$ cat src/rtl/modn_pkg.sv
// Shared definitions for the mod-N counter family: state encodings,
// default geometry and the load-value clamp.
package modn_pkg;

  localparam int unsigned MODN_DEFAULT_N     = 10;
  localparam int unsigned MODN_DEFAULT_WIDTH = 4;

  typedef enum logic [1:0] {
    S_IDLE = 2'd0,
    S_RUN  = 2'd1,
    S_HALT = 2'd2
  } modn_state_t;

  // Limit a requested start value to the top of the count range (n-1).
  function automatic int unsigned modn_clamp(input int unsigned v, input int unsigned n);
    return (v > n - 1) ? n - 1 : v;
  endfunction

endpackage

$ cat src/rtl/modn_down_counter.sv
// Programmable mod-N down counter / timer digit. Counts a loaded value
// down to 0, then halts or reloads N-1. tc is a combinational borrow for
// chaining digits; done is a registered one-cycle pulse after tc.
module modn_down_counter
  import modn_pkg::*;
#(
  parameter int unsigned N     = MODN_DEFAULT_N,
  parameter int unsigned WIDTH = MODN_DEFAULT_WIDTH
) (
  input  logic             clk,
  input  logic             rst,
  input  logic             load,
  input  logic [WIDTH-1:0] load_val,
  input  logic             en,
  input  logic             stop,
  input  logic             auto_reload,
  output logic [WIDTH-1:0] out,
  output logic             tc,
  output logic             done,
  output logic             busy
);

  localparam logic [WIDTH-1:0] TOP = WIDTH'(N - 1);

  modn_state_t state;

  // Borrow out: zero-latency so the next digit's en can be driven directly.
  assign tc = (state == S_RUN) && en && (out == '0);

  // State, count and registered status flags; priority rst > load > stop > en.
  always_ff @(posedge clk) begin
    if (rst) begin
      state <= S_IDLE;
      out   <= '0;
      done  <= 1'b0;
      busy  <= 1'b0;
    end else begin
      done <= 1'b0;
      if (load) begin
        out   <= WIDTH'(modn_clamp(int'(load_val), N));
        state <= S_RUN;
        busy  <= 1'b1;
      end else begin
        case (state)
          S_RUN: begin
            if (stop) begin
              state <= S_IDLE;
              busy  <= 1'b0;
            end else if (en) begin
              if (out != '0) begin
                out <= out - 1'b1;
              end else begin
                done <= 1'b1;
                if (auto_reload) begin
                  out <= TOP;
                end else begin
                  state <= S_HALT;
                  busy  <= 1'b0;
                end
              end
            end
          end
          default: begin
            // IDLE and HALT hold everything; only load leaves them.
          end
        endcase
      end
    end
  end

endmodule
$ cat config.mk
export PLATFORM = sky130hd
export DESIGN_NAME = modn_down_counter
export DESIGN_NICKNAME = d
export VERILOG_FILES = /design/src/rtl/modn_pkg.sv /design/src/rtl/modn_down_counter.sv
export SDC_FILE = /design/constraint.sdc
export NUM_CORES = 1
export LEC_CHECK = 0
export ABC_CLOCK_PERIOD_IN_PS = 1600
export CORE_AREA = 2 2 39 41
export DETAILED_ROUTE_END_ITERATION = 16
export DIE_AREA = 0 0 41 43
export PLACE_DENSITY = 0.72
export SLEW_MARGIN = 20
export SYNTH_ARGS = -nofsm -noshare
export SYNTH_HDL_FRONTEND = slang
export SYNTH_SLANG_ARGS = --single-unit
export TNS_END_PERCENT = 20
$ cat constraint.sdc
create_clock -name clk -period 1.6 [get_ports clk]
set_input_delay 0.16 -clock clk [delete_from_list [all_inputs] [get_ports clk]]
set_output_delay 0.16 -clock clk [all_outputs]
set_load 0.03 [all_outputs]
# --- Word level (Yosys, flattened, before mapping) ---
# Index checks and enable logic that the tools add are counted.
totals:
  inputBits: 10
  reg_bits: 8
classes:
  bitwise: 2
  n_eq_ne: 6
  mux: 20
  add_sub_neg: 1
  n_lt_le_gt_ge: 1
  reduce_logical: 14
ops:
  columns: ["operator", "n"]
  rows:
  - ["4-bit two-way mux", 7]
  - ["4-bit AND reduction", 3]
  - ["1-bit two-way mux", 9]
  - ["2-bit two-way mux", 4]
  - ["2-bit != test (second input constant)", 3]
  - ["3-bit != test (second input constant)", 2]
  - ["2-bit nonzero test", 3]
  - ["3-bit nonzero test", 2]
  - ["5-bit OR reduction", 1]
  - ["4-bit > comparator (second input constant)", 1]
  - ["4-bit zero test", 1]
  - ["4-bit nonzero test", 1]
  - ["4-bit by 1-bit subtractor with 4-bit output (second input constant)", 1]
  - ["2-bit by 1-bit == test with 1-bit output (second input constant)", 1]
  - ["1-bit logical AND", 2]
  - ["1-bit inverter", 2]
  - ["2-bit OR reduction", 1]

# --- Longest topological paths before layout ---
# Gate-level depths: netlist (run 1).
logic_depth:
  word_depth: 6
  ltp_mapped: 3
  depth_no_buf: 3

# --- Worst setup path before layout (run 1) ---
# Ideal clock, no wire load.
synth_path:
  kind: "register to output"
  start: "register out[1]"
  end: "output tc"
  slack_ps: -319
  stages_incl_launch_ff: 3
  path_buffers: 0
  t_arrival_ps: 1759
  cell_sequence: "dfxtp_1 or4_4 nor3_1"
synth_between:
  elab_chain_cells: 2
synth_rtl:
  columns: ["element", "line_no", "text"]
  rows:
  - ["start: declaration", "modn_down_counter.sv:17", "output logic [WIDTH-1:0] out,"]
  - ["start signal: assignment", "modn_down_counter.sv:40", "out <= WIDTH'(modn_clamp(int'(load_val), N));"]
  - ["start signal: assignment", "modn_down_counter.sv:51", "out <= out - 1'b1;"]
  - ["4-bit zero test", "modn_down_counter.sv:28", "assign tc = (state == S_RUN) && en && (out == '0);"]
  - ["1-bit logical AND", "modn_down_counter.sv:28", null]
  - ["end: declaration", "modn_down_counter.sv:18", "output logic tc,"]
# Every way passes these cells.

# --- Final worst setup path (run 1) ---
# Same ends and word-level chain as after synthesis.

==> results of run 1 <==
[where the power goes]
group          switching [mW]  internal, mW
Clock                  0.0812        0.0962
Sequential            0.00956         0.182
Combinational          0.0672        0.0662
[metal layers]
metal / track usage / wire (µm)
met1: 0.2019 / 568
met2: 0.2594 / 566
met3: 0.06283 / 89
met4: 0.06000 / 14
met5: 0 / 0
[final cells by class]
cell class / count / area [µm²] / share of cell area
clock buffer: 4 / 26.28 / 0.03933
inverter: 3 / 11.26 / 0.01685
multi-input combinational: 35 / 255.2 / 0.3820
sequential: 7 / 143.9 / 0.2154
tap: 16 / 20.02 / 0.02996
timing repair buffer: 22 / 211.5 / 0.3165
[per-stage QoR]
stage / worst slack (ns) / area [µm²] / TNS, ns
after global routing: -0.02372 / 668.1 / -0.02372
after CTS: 0.02064 / 663.1 / 0
after global placement: 0.1272 / 614.3 / 0
after detailed placement: 0.1261 / 614.3 / 0
after floorplan: 0.03995 / 406.6 / 0
final: 0.02370 / 668.1 / 0
[cell usage after synthesis (all sizes together)]
library cell / number
nand3b: 1
nand4b: 1
nor4: 1
o21a: 1
o211ai: 5
o311ai: 1
nor2: 6
o41ai: 1
nor3b: 1
inv: 3
dfxtp: 7
a31oi: 1
or4: 1
a21oi: 1
a211o: 1
a221oi: 1
nand2: 4
and4bb: 1
nand3: 1
a311oi: 1
nor3: 3
nand4bb: 1
o21ai: 1
[cells by family after synthesis]
| family | count (synthesis) |
|---|---|
| AND/OR/NAND/NOR | 21 |
| AO/OA/AOI/OAI | 14 |
| flip-flops | 7 |
| buffers and inverters | 3 |
[tightest hold or removal path: stages]
cell and delay (ns):
clkdlybuf4s50_1 0.40, nor2_1 0.08, a221oi_1 0.08
[flip-flops by register name, summed over array words and instances (netlist names)]
signal,cells
done,1
out,4
busy,1
state,1
[timing repair]
item,in CTS,in global routing
buffers inserted,2,0
endpoints found under the setup margin,1,3
gates resized for setup,3,2
hold buffers,0,0
pin swaps,2,0
[worst paths after layout]
kind	endpoint	depth (start not counted)	slack, ns
max	tc	3	0.02
min	out[0]	3	0.50
max reg2reg	out[0]	4	0.15
min reg2reg	out[3]	2	0.59
[placed cells by master, fill, tap and decap left out, drive strengths merged, types with 2 or more instances in the layout]
| master | n |
|---|---|
| nor3 | 3 |
| buf | 7 |
| clkbuf | 4 |
| dlymetal6s2s | 2 |
| o211ai | 5 |
| inv | 3 |
| nand2 | 4 |
| clkdlybuf4s50 | 13 |
| dfxtp | 7 |
| nor2 | 6 |
==> impl_summary.log, run 1 <==
INFO  metric cts_inserted_buffers = 3
INFO  metric cp_slowest_cell = or4_4
INFO  metric critical_path.startpoint_type = flip-flop
INFO  metric layout_min_cycle_time = 1.576 ns
INFO  metric path_max_fanout = 3
INFO  metric wl_per_cell = between 10 and 15 µm
INFO  metric end_kind = output pin
INFO  metric dp_hpwl = 849.9 µm
INFO  metric syn-instance-count = 45
INFO  metric grt_antenna_before_repair = 0
INFO  metric diodes = 0
INFO  metric synth.top_cells.by_area = dfxtp_1 35%, o211ai_1 9.5%, nor2_1 5.7%, nand4bb_2 4.1%, nand2_1 3.8%
INFO  metric overall_power_of_the_completed_layout = around 500 µW
INFO  metric peakVddDrop = 0.5174 mV
INFO  metric route.antenna.remaining_nets = 0
INFO  metric final_min_period_over_clock_period = 0.9852
INFO  metric r2r_start = out[1]
INFO  metric main_combinational_cell_family_by_area_after_synthesis = simple AND/OR/NAND/NOR gates
INFO  metric ys_warn_count = 0
INFO  metric yosys-mux-area-fraction = 0
INFO  metric clk_root_buffer_cell = clkbuf_4
INFO  metric io_buffer_count = 16
INFO  metric path_cells = or4_4 -> nor3_4 -> buf_6
INFO  metric placed_cells = 81
INFO  metric core_area = 1384 µm²
INFO  metric synth_xor_area_frac = 0
INFO  metric synthAdderAreaFrac = 0
INFO  metric timing.fmax = between 600 and 700 MHz
INFO  metric clock_insertion_delay_worst_skew = about 0.27 ns
INFO  metric rows = 14
INFO  metric filler_cell_count = between 100 and 150
INFO  metric crit_type = reg -> out
INFO  metric die_area = 1763 µm²
INFO  metric h-tree-depth = 1
INFO  metric worst_hold_slack = just under 0.5 ns
INFO  metric powerDensity = approximately 750 nW/µm²
INFO  metric totalWireLength = about 1.2 mm
INFO  metric first_pass_grt_wire_length = a little under 2 mm
INFO  metric worst_ep_arrival_time = about 1.4 ns
INFO  metric timing_worst_slew_pin_value = slightly above 0.3 ns
INFO  metric initial_utilization = 0.2857
INFO  metric timing.slew.headroom = 0.7915
INFO  metric slowest_delay = 0.53 ns
INFO  metric worst_hold_startpoint = load_val[0]
INFO  metric cts_num_sinks = 7
INFO  metric synth_simple_gate_area_frac = 0.3513
INFO  metric run_status = completed
INFO  metric die_width = 41 µm
INFO  metric synthesis.area_per_instance = between 8 and 9 µm²
INFO  metric path_delay_family = simple AND/OR/NAND/NOR gates
INFO  metric final_hold_viol_count = 0
INFO  metric maximum_number_of_pins_on_one_net_before_global_route_repair = 8
INFO  metric cap_violations = 0
INFO  metric placer_congestion_estimate = 0.8422
INFO  metric clk_transition_reported_paths = roughly 0.06 ns
INFO  metric fraction_of_layout_cells_with_a_size_suffix_above_1 = 0.2394
INFO  metric globalRouteTotalUtil = 0.1675
INFO  metric yosysSeqAreaShare = 0.3544
INFO  metric setup-violations-final = 0
INFO  metric grt_setup_unrepaired = yes
INFO  metric post-route-util = 0.4828
INFO  metric post-synth-top-area-fraction = 0.3544
INFO  metric io-pin-count = 17
INFO  metric ys_ff_latch = 7
INFO  metric non_filler_instances = 87
INFO  metric buffers_plus_inverters_on_the_worst_setup_path = 1
INFO  metric layout.nets = between 80 and 90
INFO  metric min_path_type = in -> reg
INFO  metric cts_tree = done
INFO  metric synthDominantAreaCellType = dfxtp_1
INFO  metric grt_pass1_vias = 459
INFO  metric route.detailed.drc = 0
INFO  metric synthToLayoutAreaGrowth = 68.99%
INFO  metric critPathLaunch = out[1]
INFO  metric grt_overflow = 0
INFO  metric power.static_leakage = between 0.2 and 0.3 nW
INFO  metric die_h = ~43 µm
INFO  metric critical_path_required = 1.44 ns
INFO  metric synthesis.area = ~400 µm²
INFO  metric clk_path_buf_depth = 2
INFO  metric via_per_inst = roughly 5.6
INFO  metric ys_types = 24
INFO  metric worst_clock_skew_on_the_final_layout = roughly 0.009 ns
INFO  metric slew_violations = 0
INFO  metric number_of_drc_violations_after_detailed_routing_iteration_0 = 10
INFO  metric routed-via-count = slightly below 500
INFO  metric detailed_routing_iteration_count_for_the_pre_antenna_repair_pass = 4
INFO  metric synth_fp_nets = between 50 and 60
INFO  metric synth_compound_gate_area_share = 0.2658
No activity file was read; power rests on OpenSTA's default activity.
==> run 2: changes to the inputs <==
MAX_ROUTING_LAYER = met4   (was not set)
==> run 2 against run 1 <==
- setup slack about the same
- final cell count unchanged
- hold slack better by 0.0037 ns
- power down 0.48%
- via count down 0.83%
- clock power about the same
- first-iteration DRC count up 10%
- fmax about the same
- clock-buffer cell count unchanged
- sequential share of layout area unchanged
- clock skew down 0.0020 ns
- sequential power about the same
- largest power group unchanged
==> impl_summary.log, run 2 (same netlist as run 1, synthesis figures left out) <==
INFO  metric run_status = completed
INFO  metric worst_clock_skew_on_the_final_layout = 0.007060 ns (-0.001989 ns)
INFO  metric clk_path_buf_depth = 2 (unchanged)
INFO  metric min_path_type = in -> reg
INFO  metric non_filler_instances = 87 (unchanged)
INFO  metric multiInputGateArea = 255.2 µm² (unchanged)
INFO  metric h-tree-depth = 1 (unchanged)
INFO  metric filler_cell_count = 143 (unchanged)
INFO  metric detailed_routing_iteration_count_for_the_pre_antenna_repair_pass = 4 (unchanged)
INFO  metric area.sequential = 143.9 µm² (unchanged)
INFO  metric fraction_of_layout_cells_with_a_size_suffix_above_1 = 0.2394 (unchanged)
INFO  metric diodes = 0 (unchanged)
INFO  metric peakVddDrop = 0.5159 mV (-0.29%)
INFO  metric wl_per_cell = 14.25 µm (about the same)
INFO  metric crit_type = reg -> out
INFO  metric largest_register_ffs = 4 (unchanged)
INFO  metric placement.setup.worst_slack = 0.1261 ns (unchanged)
INFO  metric grt_overflow = 0 (unchanged)
INFO  metric cts_inserted_buffers = 3 (unchanged)
INFO  metric final_area = 668.1 µm² (unchanged)
INFO  metric maximum_number_of_pins_on_one_net_before_global_route_repair = 8 (unchanged)
INFO  metric worst_ep_arrival_time = 1.42 ns (about the same)
INFO  metric globalRouteTotalUtil = 0.1716 (+0.004132)
INFO  metric die_width = 41 µm (unchanged)
INFO  metric number_of_drc_violations_after_detailed_routing_iteration_0 = 11 (+1)
INFO  metric cts_num_sinks = 7 (unchanged)
INFO  metric cp_slowest_cell = or4_4
INFO  metric placed_cells = 81 (unchanged)
INFO  metric final_cell_mix = 13 x clkdlybuf4s50_1, 6 x nor2_1, 6 x dfxtp_1, 6 x buf_4, 5 x o211ai_1
INFO  metric first_pass_grt_wire_length = 1.966 mm (unchanged)
INFO  metric powerDensity = 748.0 nW/µm² (-0.48%)
INFO  metric timing.slew.headroom = 0.7767 (-0.01476)
INFO  metric cts_tree = done
INFO  metric clock_insertion_delay_worst_skew = 0.27 ns (about the same)
INFO  metric path_delay_family = simple AND/OR/NAND/NOR gates
INFO  metric placed_area = 614.3 µm² (unchanged)
INFO  metric final_hold_viol_count = 0 (unchanged)
INFO  metric end_kind = output pin
INFO  metric path_max_fanout = 3 (unchanged)
INFO  metric placer_congestion_estimate = 0.8553 (+1.6%)
INFO  metric critical_path.startpoint_type = flip-flop
INFO  metric via_per_inst = 5.506 (-0.83%)
INFO  metric grt_setup_unrepaired = yes
INFO  metric timing_worst_slew_pin_value = 0.3308 ns (+0.02186 ns)
INFO  metric route.antenna.remaining_nets = 0 (unchanged)
INFO  metric layout.nets = 82 (unchanged)
INFO  metric synthToLayoutAreaGrowth = 68.99% (unchanged)
INFO  metric dp_hpwl = 849.9 µm (unchanged)
INFO  metric initial_utilization = 0.2857 (unchanged)
INFO  metric setup-violations-final = 0 (unchanged)
INFO  metric top_register_by_number_of_flip_flops = out
INFO  metric grt_pass1_vias = 458 (-0.22%)
INFO  metric core_area = 1384 µm² (unchanged)
INFO  metric io_buffer_count = 16 (unchanged)
INFO  metric die_area = 1763 µm² (unchanged)
INFO  metric slew_violations = 0 (unchanged)
INFO  metric routed-via-count = 479 (-0.83%)
INFO  metric power.static_leakage = 0.2593 nW (unchanged)
INFO  metric route.detailed.drc = 0 (unchanged)
INFO  metric grt_antenna_before_repair = 0 (unchanged)
INFO  metric io-pin-count = 17 (unchanged)
INFO  metric rows = 14 (unchanged)
INFO  metric totalWireLength = 1.240 mm (about the same)
INFO  metric die_h = 43 µm (unchanged)
INFO  metric layout_commonest_cell = clkdlybuf4s50_1
INFO  metric clk_root_buffer_cell = clkbuf_4
INFO  metric clk_transition_reported_paths = 0.06 ns (about the same)
INFO  metric layout_setup_ws = 0.02355 ns (-0.0001492 ns)
INFO  metric critical_path_required = 1.44 ns (about the same)
INFO  metric slowest_delay = 0.53 ns (about the same)
INFO  metric cap_violations = 0 (unchanged)
INFO  metric cts_hold_repair.buffers = 0 (unchanged)
INFO  metric buffers_plus_inverters_on_the_worst_setup_path = 1 (unchanged)
INFO  metric final_min_period_over_clock_period = 0.9853 (about the same)
INFO  metric timing.fmax = 634.3 MHz (about the same)
INFO  metric path_cells = or4_4 -> nor3_4 -> buf_6
INFO  metric worst_hold_slack = 0.4995 ns (+0.003677 ns)
INFO  metric layout_min_cycle_time = 1.576 ns (+0.0001492 ns)
## run 2: layout make-up
cell class / count / share of cell area
sequential: 7 / 0.2154
inverter: 3 / 0.01685
clock buffer: 4 / 0.03933
timing repair buffer: 22 / 0.3165
tap: 16 / 0.02996
multi-input combinational: 35 / 0.3820
## run 2: path summary, 6_finish.rpt
path | start | endpoint | slack (ns) | cells after the start
max | out[1] | tc | 0.02 | 3
min | load_val[0] | out[0] | 0.50 | 3
max reg2reg | out[1] | out[0] | 0.14 | 4
min reg2reg | out[3] | out[3] | 0.58 | 2
## run 2: repair_timing
action	4_1_cts	5_1_grt
setup buffers	2	0
pin swaps	2	0
endpoints found under the setup margin	1	3
gates resized for setup	3	2
## run 2: where the power goes
| part | internal, mW | switching (mW) |
|---|---|---|
| sequential | 0.182 | 0.00942 |
| combinational | 0.0663 | 0.0671 |
| clock | 0.0961 | 0.0792 |
| total | 0.344 | 0.156 |
## run 2: worst register-to-register path, cell delays in order, from the launching register on
cell	delay, ns
dfxtp_4	0.34
or4_4	0.53
buf_4	0.18
o211ai_1	0.19
a221oi_1	0.10
## run 2: per-stage QoR
| step | total power, mW | utilization | TNS [ns] |
|---|---|---|---|
| final | 0.4998 | 0.4828 | 0 |
| after global routing | 0.5206 | 0.4828 | -0.02373 |
| after CTS | 0.5011 | 0.4792 | 0 |
| after detailed placement | 0.3204 | 0.4439 | 0 |
| after global placement | 0.3193 | 0.4439 | 0 |
| after floorplan | 0.2556 | - | 0 |
## run 2: routing by layer
metal | global-route usage | up-vias | part of all wire
met3 | 0.06283 | 4 | 0.072
met5 | - | - | 0
met2 | 0.2594 | 19 | 0.47
met4 | 0.06000 | 0 | 0.019
li1 | - | 231 | -
met1 | 0.2019 | 225 | 0.44
==> run 3: changes to the inputs <==
CORE_AREA = 3 3 41 43   (was 2 2 39 41)
DIE_AREA = 0 0 44 46   (was 0 0 41 43)
PLACE_DENSITY = 0.69   (was 0.72)
==> run 3 against run 2 <==
- setup slack improved by 0.0055 ns
- clock-buffer cell count stayed put
- via count shrank 6.5%
- final cell count is 3.4% lower
- design area shrank 2.4%
- critical path depth stayed put
- die area rose by 15%
- power is 4.5% lower
- global-route usage fell by 2.7 points
- first-iteration DRC count up 27%
- sequential power about the same
- fmax up 0.35%
- critical path type unchanged
- critical endpoint unchanged
- largest power group unchanged
- highest routed layer unchanged
==> impl_summary.log, run 3 (same netlist as run 1, synthesis figures left out) <==
INFO  metric slew_violations = 0 (unchanged)
INFO  metric setup-violations-final = 0 (unchanged)
INFO  metric critPathLaunch = out[0]
INFO  metric worst_clock_skew_on_the_final_layout = 0.005467 ns (-0.001593 ns)
INFO  metric diodes = 0 (unchanged)
INFO  metric clk_transition_reported_paths = 0.05 ns (about the same)
INFO  metric filler_cell_count = 137 (-4.2%)
INFO  metric grt_pass1_vias = 435 (-5.0%)
INFO  metric layout_commonest_cell = clkdlybuf4s50_1
INFO  metric peakVddDrop = 0.5410 mV (+4.9%)
INFO  metric cts_hold_repair.buffers = 0 (unchanged)
INFO  metric cts_inserted_buffers = 3 (unchanged)
INFO  metric endpoint = tc
INFO  metric multiInputGateArea = 255.2 µm² (unchanged)
INFO  metric grt_antenna_before_repair = 0 (unchanged)
INFO  metric route.detailed.drc = 0 (unchanged)
INFO  metric path_cells = or4_4 -> nor3_4 -> buf_6
INFO  metric largest_register_ffs = 4 (unchanged)
INFO  metric crit_type = reg -> out
INFO  metric cap_violations = 0 (unchanged)
INFO  metric wl_per_cell = 14.10 µm (-1.1%)
INFO  metric critical_path.startpoint_type = flip-flop
INFO  metric die_area = 2024 µm² (+15%)
INFO  metric clk_root_buffer_cell = clkbuf_4
INFO  metric area.sequential = 146.4 µm² (+1.7%)
INFO  metric io_buffer_count = 16 (unchanged)
INFO  metric layout.nets = 80 (-2.4%)
INFO  metric final_min_period_over_clock_period = 0.9819 (-0.003426)
INFO  metric path_max_fanout = 3 (unchanged)
INFO  metric placer_congestion_estimate = 0.7821 (-8.6%)
INFO  metric io-pin-count = 17 (unchanged)
INFO  metric route.antenna.remaining_nets = 0 (unchanged)
INFO  metric initial_utilization = 0.2964 (+0.01072)
INFO  metric number_of_drc_violations_after_detailed_routing_iteration_0 = 14 (+3)
INFO  metric synthToLayoutAreaGrowth = 64.87%
INFO  metric grt_setup_unrepaired = yes
INFO  metric cts_num_sinks = 7 (unchanged)
INFO  metric worst_ep_arrival_time = 1.41 ns (about the same)
INFO  metric power.static_leakage = 0.2327 nW (-10%)
INFO  metric timing_worst_slew_pin_value = 0.3116 ns (-0.01921 ns)
INFO  metric r2r_start = out[0]
INFO  metric final_hold_viol_count = 0 (unchanged)
INFO  metric fraction_of_layout_cells_with_a_size_suffix_above_1 = 0.2464 (+0.006940)
INFO  metric die_width = 44 µm (+7.3%)
INFO  metric min_path_type = in -> reg
INFO  metric timing.slew.headroom = 0.7897 (+0.01297)
INFO  metric worst-r2r-setup-slack = 0.11 ns (-0.03 ns)
INFO  metric clock_insertion_delay_worst_skew = 0.25 ns (-0.02 ns)
INFO  metric timing.reg2reg.worst_path_depth = 4 (unchanged)
INFO  metric core_area = 1334 µm² (-3.6%)
INFO  metric maximum_number_of_pins_on_one_net_before_global_route_repair = 8 (unchanged)
INFO  metric powerDensity = 732.6 nW/µm² (-2.1%)
INFO  metric top_register_by_number_of_flip_flops = out
INFO  metric routed-via-count = 448 (-6.5%)
INFO  metric first_pass_grt_wire_length = 2.042 mm (+3.9%)
INFO  metric h-tree-depth = 1 (unchanged)
INFO  metric globalRouteTotalUtil = 0.1447 (-0.02697)
INFO  metric path_delay_family = simple AND/OR/NAND/NOR gates
INFO  metric die_h = 46 µm (+7.0%)
INFO  metric cp_slowest_cell = or4_4
INFO  metric worst-path-stages = 3 (unchanged)
INFO  metric clk_path_buf_depth = 2 (unchanged)
INFO  metric timing.fmax = 636.6 MHz (+0.35%)
INFO  metric end_kind = output pin
INFO  metric layout_min_cycle_time = 1.571 ns (-0.005482 ns)
INFO  metric buffers_plus_inverters_on_the_worst_setup_path = 1 (unchanged)
INFO  metric critical_path_required = 1.44 ns (about the same)
INFO  metric worst_hold_slack = 0.5211 ns (+0.02159 ns)
INFO  metric run_status = completed
INFO  metric slowest_delay = 0.56 ns (+0.03 ns)
INFO  metric grt_overflow = 0 (unchanged)
INFO  metric totalWireLength = 1.184 mm (-4.5%)
INFO  metric cts_tree = done
INFO  metric detailed_routing_iteration_count_for_the_pre_antenna_repair_pass = 3 (-1)
INFO  metric timing.rr.end = out[0]
INFO  metric overall_power_of_the_completed_layout = 477.6 µW (-4.5%)
INFO  metric via_per_inst = 5.333 (-3.1%)
INFO  metric dp_hpwl = 870.3 µm (+2.4%)
INFO  metric rows = 13 (-1)
INFO  metric final_cell_mix = 14 x clkdlybuf4s50_1, 6 x nor2_1, 5 x o211ai_1
-- run 3: cell count changes in the layout (fill, tap and decap cells not counted) --
cell             before  now
dlymetal6s2s_1        2    1
clkdlybuf4s50_1      13   14
buf_4                 6    4
dfxtp_2               0    2
dfxtp_1               6    4
-- run 3: layout make-up --
class / instances / share of cell area
repair buffers: 20 / 0.2975
multi-input cells: 35 / 0.3916
inverters: 3 / 0.01727
clock buffers: 4 / 0.04031
well taps: 15 / 0.02879
flip-flops and latches: 7 / 0.2246
-- run 3: tightest hold or removal path: stages --
cell             delay, ns
clkdlybuf4s50_1       0.41
nand2_1               0.07
o211ai_1              0.08
-- run 3: worst min-delay path by stage --
stage | from | endpoint | slack (ns) | cells after the start
2_1_floorplan | load | done | 0.23 | 1
3_3_place_gp | out[3] | out[3] | 0.57 | 2
3_5_place_dp | out[3] | out[3] | 0.56 | 2
4_1_cts | load_val[2] | out[2] | 0.52 | 3
5_1_grt | load_val[0] | out[0] | 0.51 | 3
6_report | load_val[2] | out[2] | 0.52 | 3
-- run 3: through the flow --
stage	instance area, µm²	cells	setup TNS (ns)	utilization	setup slack (ns)
floorplan	406.6	45	0	-	0.03995
global placement	598.1	78	0	0.4484	0.1354
CTS	648.1	84	0	0.4859	0.01121
finish	651.9	84	0	0.4887	0.02904
global route	651.9	84	-0.03357	0.4887	-0.03357
detailed placement	598.1	78	0	0.4484	0.1143
-- run 3: what timing repair did --
| item | 4_1_cts | 5_1_grt |
|---|---|---|
| gates resized for setup | 4 | 2 |
| hold endpoints to repair | 0 | 0 |
| endpoints found under the setup margin | 1 | 2 |
| pin swaps | 2 | 0 |
| setup buffers | 2 | 0 |
-- run 3: power by group --
| group | total (mW) | internal (mW) | leakage (nW) | switching [mW] |
|---|---|---|---|---|
| logic | 0.128 | 0.0638 | 0.159 | 0.0644 |
| clock network | 0.156 | 0.0949 | 0.0150 | 0.0609 |
| registers | 0.194 | 0.183 | 0.0588 | 0.0108 |
-- run 3: per-layer routing --
| metal | routed length, µm | part of all wire | vias to the layer above | global-route usage |
|---|---|---|---|---|
| li1 | - | - | 226 | - |
| met1 | 564 | 0.48 | 205 | 0.1831 |
| met2 | 506 | 0.43 | 15 | 0.2035 |
| met3 | 89 | 0.075 | 2 | 0.05929 |
| met4 | 23 | 0.019 | 0 | 0.05422 |
| met5 | 0 | 0 | - | - |
